File: src/rtl/adder_share_pkg.sv
// adder_share_pkg: shared state encoding and op codes for adder_share_arbiter
package adder_share_pkg;
    typedef enum logic [1:0] {
        ST_IDLE    = 2'd0,
        ST_COMPUTE = 2'd1,
        ST_RESP    = 2'd2
    } state_t;
    localparam logic OP_ADD = 1'b0;
    localparam logic OP_SUB = 1'b1;
endpackage

File: src/rtl/adder_share_arbiter_rr_arbiter.sv
// rr_arbiter: combinational round-robin grant starting the search at ptr and wrapping
module rr_arbiter #(
    parameter int NUM_REQ = 4,
    parameter int ID_W    = $clog2(NUM_REQ)
) (
    input  logic [NUM_REQ-1:0] req,
    input  logic [ID_W-1:0]    ptr,
    input  logic               en,
    output logic [NUM_REQ-1:0] grant,
    output logic [ID_W-1:0]    idx
);
    logic [ID_W-1:0] sel;
    // Walk offsets from farthest to nearest so the closest requester to ptr wins
    always_comb begin
        grant = '0;
        idx   = '0;
        sel   = '0;
        for (int k = NUM_REQ - 1; k >= 0; k--) begin
            sel = ID_W'((int'(ptr) + k) % NUM_REQ);
            if (en && req[sel]) begin
                grant      = '0;
                grant[sel] = 1'b1;
                idx        = sel;
            end
        end
    end
endmodule

File: src/rtl/carry_lookahead_adder.sv
// carry_lookahead_adder: N-bit adder with parallel-prefix generate/propagate carries
module carry_lookahead_adder #(
    parameter int N = 16
) (
    input  logic [N-1:0] a,
    input  logic [N-1:0] b,
    input  logic         cin,
    output logic [N-1:0] sum,
    output logic         cout
);
    logic [N-1:0] gk, pk, gn, pn;
    // gk[i] ends up as the carry out of bit i, with cin folded into bit 0
    always_comb begin
        gk = a & b;
        pk = a ^ b;
        gk[0] = gk[0] | (pk[0] & cin);
        gn = gk;
        pn = pk;
        for (int s = 1; s < N; s = s * 2) begin
            gn = gk;
            pn = pk;
            for (int i = s; i < N; i++) begin
                gn[i] = gk[i] | (pk[i] & gk[i-s]);
                pn[i] = pk[i] & pk[i-s];
            end
            gk = gn;
            pk = pn;
        end
    end
    assign sum  = (a ^ b) ^ {gk[N-2:0], cin};
    assign cout = gk[N-1];
endmodule

File: src/rtl/adder_share_arbiter.sv
// adder_share_arbiter: round-robin sharing of one carry-lookahead adder among NUM_REQ add/sub requesters
module adder_share_arbiter
    import adder_share_pkg::*;
#(
    parameter int N       = 16,
    parameter int NUM_REQ = 4,
    parameter int ID_W    = 2
) (
    input  logic                 clk,
    input  logic                 rst_n,
    input  logic [NUM_REQ-1:0]   req_valid,
    output logic [NUM_REQ-1:0]   req_ready,
    input  logic [NUM_REQ*N-1:0] req_a,
    input  logic [NUM_REQ*N-1:0] req_b,
    input  logic [NUM_REQ-1:0]   req_sub,
    output logic                 resp_valid,
    input  logic                 resp_ready,
    output logic [ID_W-1:0]      resp_id,
    output logic [N-1:0]         resp_result,
    output logic                 resp_carry,
    output logic                 resp_overflow,
    output logic                 resp_negative
);
    state_t            state;
    logic [ID_W-1:0]   ptr, idx, id_q;
    logic [N-1:0]      a_q, b_q, sum, b_sel;
    logic              cin_q, cout, ovf, sub_sel, arb_en, any;
    logic [NUM_REQ-1:0] grant;

    // Gating with rst_n keeps req_ready low while reset is asserted
    assign arb_en = rst_n && (state == ST_IDLE || (state == ST_RESP && resp_ready));

    rr_arbiter #(.NUM_REQ(NUM_REQ), .ID_W(ID_W)) u_arb (
        .req   (req_valid),
        .ptr   (ptr),
        .en    (arb_en),
        .grant (grant),
        .idx   (idx)
    );

    assign req_ready = grant;
    assign any       = |grant;
    assign sub_sel   = (req_sub[idx] == OP_SUB);
    assign b_sel     = sub_sel ? ~req_b[idx*N +: N] : req_b[idx*N +: N];

    carry_lookahead_adder #(.N(N)) u_add (
        .a    (a_q),
        .b    (b_q),
        .cin  (cin_q),
        .sum  (sum),
        .cout (cout)
    );

    // Same-sign operands producing an opposite-sign sum equals carry-in-to-MSB xor carry-out
    assign ovf = (a_q[N-1] == b_q[N-1]) && (sum[N-1] != a_q[N-1]);

    always_ff @(posedge clk or negedge rst_n) begin
        if (!rst_n) begin
            state         <= ST_IDLE;
            ptr           <= '0;
            a_q           <= '0;
            b_q           <= '0;
            cin_q         <= OP_ADD;
            id_q          <= '0;
            resp_valid    <= 1'b0;
            resp_id       <= '0;
            resp_result   <= '0;
            resp_carry    <= 1'b0;
            resp_overflow <= 1'b0;
            resp_negative <= 1'b0;
        end else begin
            if (any) begin
                a_q   <= req_a[idx*N +: N];
                b_q   <= b_sel;
                cin_q <= sub_sel;
                id_q  <= idx;
                ptr   <= (idx == ID_W'(NUM_REQ - 1)) ? '0 : idx + 1'b1;
            end
            case (state)
                ST_IDLE: state <= any ? ST_COMPUTE : ST_IDLE;
                ST_COMPUTE: begin
                    resp_valid    <= 1'b1;
                    resp_id       <= id_q;
                    resp_result   <= sum;
                    resp_carry    <= cout;
                    resp_overflow <= ovf;
                    resp_negative <= ovf ^ sum[N-1];
                    state         <= ST_RESP;
                end
                ST_RESP: begin
                    if (resp_ready) begin
                        resp_valid <= 1'b0;
                        state      <= any ? ST_COMPUTE : ST_IDLE;
                    end
                end
                default: state <= ST_IDLE;
            endcase
        end
    end
endmodule

File: config.mk
export PLATFORM = sky130hd
export DESIGN_NAME = adder_share_arbiter
export DESIGN_NICKNAME = d
export VERILOG_FILES = /design/src/rtl/adder_share_pkg.sv /design/src/rtl/adder_share_arbiter_rr_arbiter.sv /design/src/rtl/carry_lookahead_adder.sv /design/src/rtl/adder_share_arbiter.sv
export SDC_FILE = /design/constraint.sdc
export NUM_CORES = 1
export LEC_CHECK = 0
export CAP_MARGIN = 20
export CORE_MARGIN = 1
export CORE_UTILIZATION = 47
export DETAILED_ROUTE_END_ITERATION = 8
export GPL_TIMING_DRIVEN = 0
export PLACE_DENSITY = 0.79
export RECOVER_POWER = 25
export SLEW_MARGIN = 40
export SYNTH_ARGS = -nofsm -noshare
export SYNTH_HDL_FRONTEND = slang
export SYNTH_HIERARCHICAL = 1
export SYNTH_SLANG_ARGS = --single-unit
File: constraint.sdc
create_clock -name clk -period 3.72 [get_ports clk]
set_clock_uncertainty 0.05 [all_clocks]
set_input_delay 0.744 -clock clk [delete_from_list [all_inputs] [get_ports clk]]
set_output_delay 0.744 -clock clk [all_outputs]
set_load 0.005 [all_outputs]
==> out/qor.csv <==
stage;metric;value;unit
outcome;status;complete, but fails checks;
outcome;violations;max-capacitance violations, max-slew violations;
floorplanning;floorplan_die_area;11000;um2
synth;synth.largest_area_cell;sky130_fd_sc_hd__dfrtp_1;
power_and_ir_drop;powerDensity;878;nW/um2
placed_design;dp.cells;798;
clock_network;clock_transition_at_the_register_clock_pins_on_the_worst_setup_and_hold_paths_after_cts;60;ps
sta;worst-slew-pin-transition;2080;ps
synth;synth.ff_latch_count;61;
floorplanning;initial_utilization;48.4;%
placed_design;detailed_place_hpwl;11300;um
placed_design;port_buffers;160;
drt;wl;14000;um
power_and_ir_drop;power;6.22;mW
hold_path;worstHoldPathType;in2async;
sta;timing.final.crit_share;97.0;%
drt;routed_via_density;5.52;
floorplanning;rows;37;
power_and_ir_drop;peakVddDrop;0.390;mV
synth;synth.yosys.warnings;6;
floorplanning;die_width;105;um
synth;synth_flop_cell;sky130_fd_sc_hd__dfrtp_1;
floorplanning;fp.dieH;105;um
sta;setup_viol;0;
sta;rsz_0062_raised_after_global_routing;false;
clock_network;clk_latency;340;ps
setup_path;required_arrival_time_at_the_worst_endpoint;2930;ps
setup_path;timing.setup.critical_path_class;reg2out;
clock_network;cts_inserted_buffers;9;
global_routing;grt_antenna_before_repair;0;
synth;synthesis.area;4990;um2
sta;finalWorstSetupSlack;112;ps
setup_path;crit_path_max_incr_delay;420;ps
synth;synth-edff-count;0;
setup_path;master_of_the_slowest_instance_on_the_critical_path;sky130_fd_sc_hd__dfrtp_2;
sta;finalMaxSlewViolations;41;
power_and_ir_drop;p_leak;2.94;nW
drt;wl_per_cell;17.0;um
setup_path;worst-endpoint-arrival;2810;ps
synth;synth_area_per_cell;9.97;um2
synth;ys_seq_area_share;30.6;%
cells_and_area;final_cells;820;
sta;worst_relative_slew_slack;-38.8;%
cells_and_area;layout.filler_cells;845;
global_routing;globalRouteTotalUtil;26.1;%
global_routing;global_route.overflow_total;0;
setup_path;setup.worst_path.end_class;primary output;
setup_path;critical_path_depth;9;
drt;drt-initial-drc-count;163;
clock_network;clock_sinks;61;
drt;antenna_viol_nets_final;0;
drt;detailed_route_via_count;4528;
synth;synth_fp_nets;665;
global_routing;grt_start_max_net_pins;41;
setup_path;crit_path_max_fanout;10;
flow_run;drv.max_cap_violation_count;1;
synth;synth.area.top_cells;sky130_fd_sc_hd__dfrtp_1, sky130_fd_sc_hd__mux4_2, sky130_fd_sc_hd__mux2i_1;
synth;count_of_cell_types_in_the_netlist;56;
setup_path;startpoint_type;flip-flop;
sta;timing.hold.ws;237;ps
setup_path;path_cells;buf_6 > inv_2 > ha_1 > clkbuf_4 > or3b_1 > a211oi_4 > o21ai_1 > a31oi_2 > dlygate4sd2_1;
floorplanning;floorplan.io_pins;165;
placed_design;preCtsSetupSlack;-686;ps
clock_network;clk_root_buffer_cell;sky130_fd_sc_hd__clkbuf_8;
sta;finalHoldViolCount;0;
clock_network;htree_levels;3;
synth;synth_top_cell_area_share;30.6;%
cells_and_area;antenna-diode-count;0;
clock_network;tritoncts_clock_tree;yes;
global_routing;grt_first_pass_wirelength;22600;um
sta;min_period;3610;ps
global_routing;via_count_of_the_first_global_routing_pass;4561;
setup_path;critical_path.top_delay_family;compound AO/OA/AOI/OAI gates;
synth;async_set_or_reset_flop_fraction_in_the_synthesized_netlist;100;%
cells_and_area;flow.area_growth_from_synthesis;42.0;%
setup_path;timing.reg2reg.worst_path_depth;13;
placed_design;place.gp.congestion;0.877;
clock_network;maximum_buffer_depth_of_the_clock_tree;2;
synth;synthesis.instances;501;
sta;fmax;277;MHz
drt;drcViolationCount;0;
setup_path;path_buf_inv;4;
cells_and_area;final_layout_size_suffix_gt1_share;15.5;%
cells_and_area;nNetsFinal;845;
floorplanning;design.core.area;10300;um2
drt;dr.pass1.iters;5;
[through the flow]
stage / utilization [%] / instance area, um2 / setup TNS (ps)
3_3_place_gp: 65.5 / 6770 / -108370
5_1_grt: 68.7 / 7090 / 0
3_5_place_dp: 65.7 / 6780 / -23170
4_1_cts: 68.3 / 7050 / 0
2_1_floorplan: - / 4990 / 0
6_report: 68.7 / 7090 / 0
[cell usage after synthesis (4+ instances only)]
library cell	n
sky130_fd_sc_hd__buf_6	4
sky130_fd_sc_hd__ha_1	23
sky130_fd_sc_hd__buf_2	18
sky130_fd_sc_hd__a21oi_1	22
sky130_fd_sc_hd__a221oi_2	9
sky130_fd_sc_hd__mux2i_1	37
sky130_fd_sc_hd__mux4_2	18
sky130_fd_sc_hd__a221oi_1	7
sky130_fd_sc_hd__xor2_1	37
sky130_fd_sc_hd__a21o_1	5
sky130_fd_sc_hd__nor2_1	32
sky130_fd_sc_hd__o21ai_0	16
sky130_fd_sc_hd__xnor2_1	24
sky130_fd_sc_hd__a31oi_1	9
sky130_fd_sc_hd__mux2_2	4
sky130_fd_sc_hd__inv_1	14
sky130_fd_sc_hd__mux2_1	20
sky130_fd_sc_hd__nand2_1	74
sky130_fd_sc_hd__nor3_1	4
sky130_fd_sc_hd__clkbuf_1	9
sky130_fd_sc_hd__dfrtp_1	61
[layout make-up]
class	count	area [um2]	area share, %
Clock inverter	2	10.0	0.141
Multi-Input combinational cell	392	3310	46.7
Clock buffer	12	155	2.19
Buffer	34	208	2.93
Sequential cell	61	1530	21.5
Inverter	14	52.6	0.741
Tap cell	136	170	2.40
Timing Repair Buffer	169	1660	23.4
[final timing paths]
| check | from | slack, ps | end |
|---|---|---|---|
| worst max-delay path | ptr[0] | 110 | req_ready[3] |
| worst min-delay path | rst_n | 240 | resp_result[8] |
| worst max register to register | ptr[0] | 200 | b_q[4] |
| worst min register to register | a_q[4] | 430 | a_q[4] |
| max in group asynchronous | rst_n | 990 | ptr[0] |
| min in group clk | a_q[4] | 430 | a_q[4] |
[timing repair]
action | CTS | global route
hold buffers | 0 | 0
setup endpoints to repair | 42 | 29
setup buffers | 6 | 2
pin swaps | 5 | 7
resized for setup | 20 | 21
[power by group]
part	switching, mW	total (mW)	internal (mW)
combinational	2.37	4.43	2.06
clock	0.249	0.517	0.269
sequential	0.242	1.28	1.04
total	2.86	6.22	3.36
[state kept, by name (all words and copies together), names as in the netlist, 2 cells and up]
register     cells
a_q             16
state            2
id_q             2
b_q             16
ptr              2
resp_result     16
resp_id          2
[logic make-up (layout without fill, tap and decap cells)]
group	Yosys count	count (layout)	synth area share [%]
fa+ha+maj	26	26	6.76
xor+xnor	61	61	10.7
buf+inv	48	231	4.81
compound gates	92	92	14.0
mux	80	80	21.4
simple gates	133	133	11.8
flops	61	61	30.6
[placed cells by master, fill, tap and decap left out, drive strengths merged, types with 18 or more instances in the layout]
master / synthesis / layout
a21oi: 22 / 22
o21ai: 19 / 19
dfrtp: 61 / 61
mux2i: 38 / 38
mux2: 24 / 24
xnor2: 24 / 24
ha: 23 / 23
mux4: 18 / 18
xor2: 37 / 37
buf: 24 / 33
clkdlybuf4s50: 0 / 153
clkbuf: 10 / 23
nand2: 74 / 74
nor2: 32 / 32
[worst register-to-register path, stage by stage (launching register included)]
cell and delay [ps]:
sky130_fd_sc_hd__dfrtp_2 420, sky130_fd_sc_hd__buf_6 150, sky130_fd_sc_hd__inv_2 90, sky130_fd_sc_hd__ha_1 230, sky130_fd_sc_hd__clkbuf_4 180, sky130_fd_sc_hd__or3b_1 410
sky130_fd_sc_hd__a211oi_4 340, sky130_fd_sc_hd__o21ai_1 130, sky130_fd_sc_hd__a31oi_2 240, sky130_fd_sc_hd__buf_4 170, sky130_fd_sc_hd__nor4_4 60, sky130_fd_sc_hd__nor2_1 400
sky130_fd_sc_hd__buf_2 380, sky130_fd_sc_hd__a221oi_1 130
[routing by layer]
metal	wire length, um	GRT usage [%]	vias up
li1	-	-	2150
met4	220	8.45	0
met2	6920	43.9	165
met5	0	0	-
met1	6130	34.7	2196
met3	697	3.74	17
(Power assumes the default switching activity.)
